[src/rtl/uart_tx.sv]
// UART serial transmitter with its own 16x oversampling baud tick: start bit, LSB-first data,
// stop bit(s), then a one-cycle done pulse. Every frame is phase-aligned to its accepting edge.
module uart_tx #(
   parameter int unsigned DBIT    = 8,
   parameter int unsigned SB_TICK = 16,
   parameter int unsigned DVSR    = 163
) (
   input  logic            clk,
   input  logic            reset,
   input  logic            tx_start,
   input  logic [DBIT-1:0] tx_bus,
   output logic            tx,
   output logic            tx_done_tick,
   output logic            tx_busy
);

   localparam int unsigned BW   = (DVSR > 1) ? $clog2(DVSR) : 1;
   localparam int unsigned SMAX = (SB_TICK > 16) ? SB_TICK : 16;
   localparam int unsigned SW   = $clog2(SMAX);
   localparam int unsigned NW   = (DBIT > 1) ? $clog2(DBIT) : 1;

   localparam logic [BW-1:0] BLast     = BW'(DVSR - 1);
   localparam logic [SW-1:0] SBitLast  = SW'(15);
   localparam logic [SW-1:0] SStopLast = SW'(SB_TICK - 1);
   localparam logic [NW-1:0] NLast     = NW'(DBIT - 1);

   typedef enum logic [1:0] {StIdle, StStart, StData, StStop} state_e;

   state_e            state_q, state_d;
   logic [BW-1:0]     b_q, b_d;
   logic [SW-1:0]     s_q, s_d;
   logic [NW-1:0]     n_q, n_d;
   logic [DBIT-1:0]   d_q, d_d;
   logic              tx_q, tx_d;
   logic              done_q, done_d;
   logic              busy_q, busy_d;
   logic              s_tick;

   assign s_tick = (b_q == BLast);

   always_comb begin
      state_d = state_q;
      b_d     = s_tick ? '0 : b_q + 1'b1;
      s_d     = s_q;
      n_d     = n_q;
      d_d     = d_q;
      case (state_q)
         StIdle: begin
            if (tx_start) begin
               state_d = StStart;
               b_d     = '0;
               s_d     = '0;
               n_d     = '0;
               d_d     = tx_bus;
            end
         end
         StStart: begin
            if (s_tick) begin
               if (s_q == SBitLast) begin
                  s_d     = '0;
                  state_d = StData;
               end else begin
                  s_d = s_q + 1'b1;
               end
            end
         end
         StData: begin
            if (s_tick) begin
               if (s_q == SBitLast) begin
                  s_d = '0;
                  d_d = d_q >> 1;
                  if (n_q == NLast) state_d = StStop;
                  else              n_d     = n_q + 1'b1;
               end else begin
                  s_d = s_q + 1'b1;
               end
            end
         end
         default: begin
            if (s_tick) begin
               if (s_q == SStopLast) state_d = StIdle;
               else                  s_d     = s_q + 1'b1;
            end
         end
      endcase
   end

   // Outputs are registered from next-state values so they line up with the state they describe;
   // the done pulse is raised for the final tick cycle of the stop phase, still inside StStop.
   always_comb begin
      case (state_d)
         StStart: tx_d = 1'b0;
         StData:  tx_d = d_d[0];
         default: tx_d = 1'b1;
      endcase
      done_d = (state_d == StStop) && (s_d == SStopLast) && (b_d == BLast);
      busy_d = (state_d != StIdle);
   end

   always_ff @(posedge clk) begin
      if (!reset) begin
         state_q <= StIdle;
         b_q     <= '0;
         s_q     <= '0;
         n_q     <= '0;
         d_q     <= '0;
         tx_q    <= 1'b1;
         done_q  <= 1'b0;
         busy_q  <= 1'b0;
      end else begin
         state_q <= state_d;
         b_q     <= b_d;
         s_q     <= s_d;
         n_q     <= n_d;
         d_q     <= d_d;
         tx_q    <= tx_d;
         done_q  <= done_d;
         busy_q  <= busy_d;
      end
   end

   assign tx           = tx_q;
   assign tx_done_tick = done_q;
   assign tx_busy      = busy_q;

endmodule

[config.mk]
export PLATFORM = sky130hd
export DESIGN_NAME = uart_tx
export DESIGN_NICKNAME = d
export VERILOG_FILES = /design/src/rtl/uart_tx.sv
export SDC_FILE = /design/constraint.sdc
export NUM_CORES = 1
export LEC_CHECK = 0
export CORE_MARGIN = 2
export CORE_UTILIZATION = 40
export CTS_CLUSTER_DIAMETER = 200
export DETAILED_ROUTE_END_ITERATION = 10
export PLACE_DENSITY = 0.59
export SLEW_MARGIN = 5
export SYNTH_ARGS = -nofsm -noshare
export SYNTH_HDL_FRONTEND = slang
export SYNTH_SLANG_ARGS = --single-unit
[constraint.sdc]
create_clock -name clk -period 2.9 [get_ports clk]
set_input_delay 0.58 -clock clk [delete_from_list [all_inputs] [get_ports clk]]
set_output_delay 0.58 -clock clk [all_outputs]
set_load 0.02 [all_outputs]
# Word-level counts from Yosys, hierarchy flattened
# Index checks and enable logic that the tools add are counted.
# op_classes
n_addsub	3
eq_ne	14
mux	28
reduce_logical	8
# op_table
op	n
8-bit 2-to-1 mux	6
4-bit 2-to-1 mux	5
8-bit == test, second input constant	2
2-bit 2-to-1 mux	8
8-bit one-hot mux with 2 select lines	1
3-bit 2-to-1 mux	4
8-bit by 1-bit adder with 8-bit output, second input constant	1
4-bit == test, second input constant	2
2-bit != test, second input constant	4
4-bit one-hot mux with 2 select lines	1
2-bit == test, second input constant	3
2-bit one-hot mux with 3 select lines	1
3-bit one-hot mux with 2 select lines	1
5-bit AND reduction	1
4-bit by 1-bit adder with 4-bit output, second input constant	1
2-bit by 1-bit == test with 1-bit output, second input constant	2
4-bit AND reduction	1
2-bit nonzero test	2
3-bit by 1-bit adder with 3-bit output, second input constant	1
3-bit == test, second input constant	1
1-bit logical AND	2
2-bit logical NOT	1
1-bit one-hot mux with 2 select lines	1
2-bit OR reduction	1
# word_totals
ff_bits	28
input_bits	11
output_inout_bits	3

# Longest topological paths before layout
# Gate-level depths: netlist (run 1).
# logic_depth
word_depth	8
ltp_mapped	9
ltp_nobuf	8

# Least setup slack after synthesis (run 1)
# Ideal clock, no wire load.
# synth_path
path_kind	register to register
startpoint	register s_q[0]
endpoint	register done_q (netlist: tx_done_tick)
arrival_ns	1.861
t_required_ns	2.772
setup_slack_ns	0.912
path_stages_with_launch	10
n_path_buf	1
period_less_slack_ns	1.988
path_cell_list	dfxtp_1 ha_1 and3_1 clkbuf_1 inv_1 ha_1 nand3_1 o211a_1 o311ai_0 nor4_1
# synth_between
elab_chain_len	7
elab_cells_between_ends	19
cone_classes	add/sub: 1; eq/ne: 3; mux: 13; reduce/logical: 2
# synth_rtl
element	line_no	rtl
from (decl)	31	logic [SW-1:0] s_q, s_d;
from (signal assigned)	104	s_q <= '0;
from (signal assigned)	113	s_q <= s_d;
4-bit by 1-bit adder with 4-bit output or 4-bit == test (tied branches)	--	
4-bit 2-to-1 mux (tied with other cells)	81	if (s_q == SStopLast) state_d = StIdle;
4-bit 2-to-1 mux (tied with other cells)	80	if (s_tick) begin
4-bit one-hot mux with 2 select lines or 2-bit one-hot mux with 3 select lines (tied branches)	47	case (state_q)
4-bit == test or 2-bit == test (tied branches)	96	done_d = (state_d == StStop) && (s_d == SStopLast) && (b_d == BLast);
1-bit logical AND * (2 in a row)	96	
to (signal assigned)	117	done_q <= done_d;
to (decl)	35	logic done_q, done_d;
# Mark *: on every way between the ends. The rest lies on a longest branch, timed or not.
# A chain may end at the register's enable or synchronous reset.

# Final worst setup path (run 1)
# layout_path
startpoint	register b_q[1]
endpoint	register done_q (netlist: tx_done_tick)
# layout_between
elab_chain_len	6
elab_cells_between_ends	17
cone_classes	add/sub: 1; eq/ne: 4; mux: 10; reduce/logical: 2
# layout_rtl
element	line_no	rtl
from (decl)	30	logic [BW-1:0] b_q, b_d;
from (signal assigned)	103	b_q <= '0;
from (signal assigned)	112	b_q <= b_d;
8-bit by 1-bit adder with 8-bit output or 8-bit == test (tied branches)	43, 39	
8-bit 2-to-1 mux (tied with other cells)	43	b_d = s_tick ? '0 : b_q + 1'b1;
8-bit 2-to-1 mux (tied with other cells)	49	if (tx_start) begin
8-bit 2-to-1 mux (tied with other cells)	47	
8-bit == test or 1-bit logical AND (tied branches)	96	
1-bit logical AND *	96	
# Marks and branches as above.

==> impl_metrics.yaml, run 1 <==
run_status:
  status: "finished clean"
critical_path:
  r2r_slack_ps: 530
  required_ps: 3100
  critical_path_class: "flip-flop to flip-flop"
  crit_path_start_kind: "flip-flop"
  path_max_fanout: 11
  arrival_ps: 2560
  crit_path_end_kind: "flip-flop"
grt:
  grt_use_met3_pct: 2.762
  grt_pass1_wl_um: 6561
  met1_usage_pct: 21.17
  grt_overflow: 0
  grt.total_usage_pct: 16.42
  grt_max_degree: 21
  grt_antenna_before_repair: 0
  grt_pass1_vias: 1423
  top_usage_layer: "met2"
  met2_usage_pct: 27.56
clock_network:
  cts_resized: 0
  clock-root-buffer: "clkbuf_8"
  clock-sinks: 28
  clk_latency_ps: 290
  cts_max_level: 1
  cts_made_buffers: 3
  cts.path.max_buffers: 2
  cts_tree: "done"
  cts_hold_buffers: 0
  post_cts_buffers: 0
  clk_pin_slew_ps: 110
final_layout:
  fill_cells: 377
  multi_input_area_um2: 1067
  num-nets-final: 228
  regArea_um2: 560.5
  final_util_pct: 47.31
  antenna_cells: 0
  layout-drive-gt1-share_pct: 5.854
  area_growth_pct: 12.04
sta:
  tightest_slew_ps: 609.2
  drv_slew: 0
  fin_tns_setup_ps: 0
  fin_crit_sh_pct: 81.64
  min_period_ps: 2367
  rsz0062_at_grt: "false"
  hold_violations: 0
  slew_headroom_pct: 59.08
  fmax_mhz: 422.4
  post-route-worst-setup-slack_ps: 532.6
  setup_viol: 0
  fin_skew_ps: 13.74
placement:
  portBuffers: 13
  dp_hpwl_um: 2900
  gp_congestion: 0.8417
  dp_slack_ps: 550.5
floorplanning:
  dieWidth_um: 69.68
  die_h_um: 69.68
  start_util_pct: 42.22
  num_rows: 23
  io-pin-count: 14
  fp.coreArea_um2: 4086
  die-area_um2: 4855
route:
  ant_nets: 0
  wl_per_cell_um: 15.42
  drt-pass1-iter-count: 4
  drt_iter0_markers: 81
  avgViaCountPerCell: 6.039
  wirelength_um: 3933
  vias: 1540
  drc: 0
synth:
  synth_area_leaders: "dfxtp_1 32%, ha_1 8.0%, and3_1 3.6%"
  synth.ff_latch_count: 28
  muxShareOfSynthArea_pct: 1.740
  synth_nets: 219
  synth-simple-area-share_pct: 26.83
  yosys.area_share.adder_pct: 7.977
  synth_ff_type: "dfxtp_1"
  synth.largest_area_cell: "dfxtp_1"
  synth_top_area_share_pct: 32.49
  netlist_area_um2: 1725
  yosysSeqAreaShare_pct: 32.49
  yosysMostFrequentCell: "dfxtp_1"
  synth_warnings: 0
  synth_compound_area_share_pct: 23.28
  ys_top_cells_by_count: "28 x dfxtp_1, 16 x nand2_1, 11 x ha_1"
  synth_edf_count: 0
  synth_top_family_by_area: "simple AND/OR/NAND/NOR gates"
  ys_async_sr_fraction_pct: 0
  syn_inst: 197
  synth_xor_area_share_pct: 2.030
  synth_cell_types: 52
  postSynthAreaPerCell_um2: 8.758
job:
  drv_cap: 0
hold_path:
  hold_path.class: "flip-flop to flip-flop"
pwr:
  powerDensity_nw_per_um2: 457.2
  p_leak_uw: 0.0007374
  peakVddDrop_mv: 0.2618
## cells by family (layout without fill, tap and decap cells)
kind of cell,count (synthesis),after routing
flops,28,28
compound gates,53,53
mux,3,3
fa+ha+maj,11,11
xor+xnor,4,4
buf+inv,18,26
simple gates,80,80
## metrics by stage
step / hold WS, ps / power, uW / area, um^2 / cells
2_1_floorplan: 440.9 / 533.7 / 1725 / 197
3_3_place_gp: 453.5 / 571.3 / 1862 / 251
3_5_place_dp: 464.9 / 576.9 / 1862 / 251
4_1_cts: 482.0 / 885.3 / 1933 / 255
5_1_grt: 508.9 / 929.4 / 1933 / 255
6_report: 478.9 / 883.8 / 1933 / 255
## sequential cells by signal (all words and copies together) (netlist names)
signal,flops
tx,1
d_q,8
n_q,3
tx_done_tick,1
tx_busy,1
state_q,2
s_q,4
b_q,8
## area by class of cell
cell class | instances | share of cell area [%]
multi-input cells | 151 | 55.21
flip-flops and latches | 28 | 29.00
repair buffers | 15 | 7.508
well taps | 50 | 3.236
clock buffers | 3 | 2.136
clock inverters | 1 | 1.553
inverters | 7 | 1.359
## worst paths after layout
kind	from	to	cells after the start
max reg2reg	b_q[1]$_SDFF_PN0_	tx_done_tick$_SDFF_PN0_	6
max	b_q[1]$_SDFF_PN0_	tx_done_tick$_SDFF_PN0_	6
min	d_q[7]$_SDFFE_PN0P_	d_q[7]$_SDFFE_PN0P_	2
min reg2reg	d_q[7]$_SDFFE_PN0P_	d_q[7]$_SDFFE_PN0P_	2
## cell usage in the layout, fill, tap and decap left out, drive strengths merged, types with 2 or more instances in the layout
master	instances
a21oi	7
o21a	3
o31ai	3
clkdlybuf4s50	13
o21ai	10
ha	11
buf	2
nand4	6
nand4b	3
or2b	3
and3	10
o41ai	2
nand3	6
nor4	4
and2	2
nor2b	6
inv	7
nand2	16
nand2b	5
nor2	10
mux2i	3
dfxtp	28
nor3	3
a21boi	5
clkbuf	3
a221o	6
or3	3
o211ai	3
xor2	3
a211oi	2
## power breakdown
group | internal [uW] | switching (uW)
registers | 406 | 15.3
clock network | 185 | 130
logic | 72.1 | 75.6
## worst max-delay path: stages, from the launching register on
cell and delay, ps:
dfxtp_1 450, ha_1 200, nand4b_1 440, nor2_1 530
a311o_1 310, o211ai_1 100, nor4_1 240
## layer usage
layer	share of wire, %	vias up
li1	-	760
met1	46	743
met2	50	32
met3	2.9	5
met4	1.2	0
met5	0	-
Power figures use the tool's default switching activity.
==> run 2, diff against run 1 <==
clock period = 2.4 ns   (was 2.9 ns; I/O delays follow)
==> run 2 against run 1 <==
  * Via count down 2.3%
  * Count of clock-buffer cells in the layout increased by 1
  * Sequential power is 20% higher
  * Power increased by 12%
  * Critical path depth rose by 1
  * Hold slack got worse by 2.5 ps
  * Combinational power grew 21%
  * Clock skew fell by 10 ps
  * Setup slack worse by 230 ps
  * Global-route usage fell by 0.080 points
  * Critical endpoint unchanged
  * Largest cell class unchanged
  * Highest routed layer unchanged
==> impl_metrics.yaml, run 2 (synthesis gave the netlist of run 1 again) <==
run_status:
  status: "finished clean"
critical_path:
  critical_path_class: "flip-flop to flip-flop"
  arrival_ps: 2290
  required_ps: 2600
  crit_path_start_kind: "flip-flop"
  crit_path_end_kind: "flip-flop"
  path_max_fanout: 10
sta:
  tightest_slew_ps: 550.4
  fmax_mhz: 477.6
  setup_viol: 0
  fin_skew_ps: 3.399
  hold_violations: 0
  slew_headroom_pct: 63.02
  drv_slew: 0
  min_period_ps: 2094
  rsz0062_at_grt: "false"
  fin_tns_setup_ps: 0
  fin_crit_sh_pct: 87.24
final_layout:
  fin_cells: 260
  fill_cells: 390
  layout_commonest_cell: "dfxtp_1"
  layout-drive-gt1-share_pct: 8.095
  final_util_pct: 47.83
  reg_top3: "b_q (8), d_q (8), s_q (4)"
  area_growth_pct: 13.27
  final_cell_mix: "28 x dfxtp_1, 16 x nand2_1, 13 x clkdlybuf4s50_1, 11 x ha_1"
  num-nets-final: 233
  antenna_cells: 0
clock_network:
  clock-sinks: 28
  cts_tree: "done"
  cts.path.max_buffers: 2
  clock-root-buffer: "clkbuf_8"
  cts_resized: 0
  cts_max_level: 1
  post_cts_buffers: 0
  cts_hold_buffers: 0
  cts_made_buffers: 3
  clk_pin_slew_ps: 100
  clk_latency_ps: 280
route:
  drt_iter0_markers: 73
  wl_per_cell_um: 14.57
  drt-pass1-iter-count: 4
  vias: 1504
  top_layer: "met4"
  drc: 0
  avgViaCountPerCell: 5.785
  ant_nets: 0
  wirelength_um: 3787
  dr_wl_met3_um: 134
  wl_met2_um: 1800
  drt-met1-wl_um: 1815
job:
  drv_cap: 0
floorplanning:
  fp.coreArea_um2: 4086
  die-area_um2: 4855
  num_rows: 23
  dieWidth_um: 69.68
  die_h_um: 69.68
  start_util_pct: 42.22
  io-pin-count: 14
placement:
  dp_hpwl_um: 2853
  dp_cells: 256
  gp_congestion: 0.7947
  portBuffers: 13
pwr:
  powerDensity_nw_per_um2: 504.7
  power_uw: 986.5
  peakVddDrop_mv: 0.3280
  p_leak_uw: 0.0007556
hold_path:
  hold_path.class: "flip-flop to flip-flop"
grt:
  grt_antenna_before_repair: 0
  grt_overflow: 0
  grt_pass1_wl_um: 6534
  grt_pass1_vias: 1475
  grt_max_degree: 21
  grt.total_usage_pct: 16.34
-- run 2: where the power goes --
part           switching, uW  total, uW  internal (uW)
combinational           90.5        179           88.7
sequential              16.7        507            490
clock                    153        300            147
-- run 2: critical path, stage by stage (launching register included) --
cell      delay, ps
dfxtp_1         370
inv_1           130
ha_1            340
nor2b_1         320
o31ai_1         120
a32oi_2         320
o211ai_1        150
nor4_1          270
-- run 2: per-stage QoR --
step / hold slack (ps) / area [um^2] / setup slack, ps
finish: 476.5 / 1954 / 306.2
global placement: 455.0 / 1899 / 197.1
detailed placement: 463.9 / 1899 / 116.2
CTS: 479.7 / 1954 / 294.3
floorplan: 440.9 / 1725 / 411.6
global route: 496.9 / 1954 / 132.5
-- run 2: layout make-up --
type | count | area, um^2 | area share (%)
Tap cell | 50 | 62.56 | 3.201
Multi-Input combinational cell | 151 | 1067 | 54.61
Timing Repair Buffer | 20 | 182.7 | 9.347
Clock buffer | 4 | 55.05 | 2.817
Inverter | 7 | 26.28 | 1.344
Sequential cell | 28 | 560.5 | 28.68
-- run 2: layer usage --
layer	up-vias	global-route usage, %
met2	22	28.21
li1	767	-
met3	5	3.924
met1	710	20.30
met4	0	4.487
met5	-	0
-- run 2: path summary, 6_finish.rpt --
kind | from | end | slack [ps] | depth (start not counted)
setup reg to reg | state_q[0]$_SDFF_PN0_ | tx_done_tick$_SDFF_PN0_ | 310 | 7
hold / removal | n_q[1]$_SDFFE_PN0P_ | n_q[1]$_SDFFE_PN0P_ | 480 | 2
hold reg to reg | n_q[1]$_SDFFE_PN0P_ | n_q[1]$_SDFFE_PN0P_ | 480 | 2
setup / recovery | state_q[0]$_SDFF_PN0_ | tx_done_tick$_SDFF_PN0_ | 310 | 7
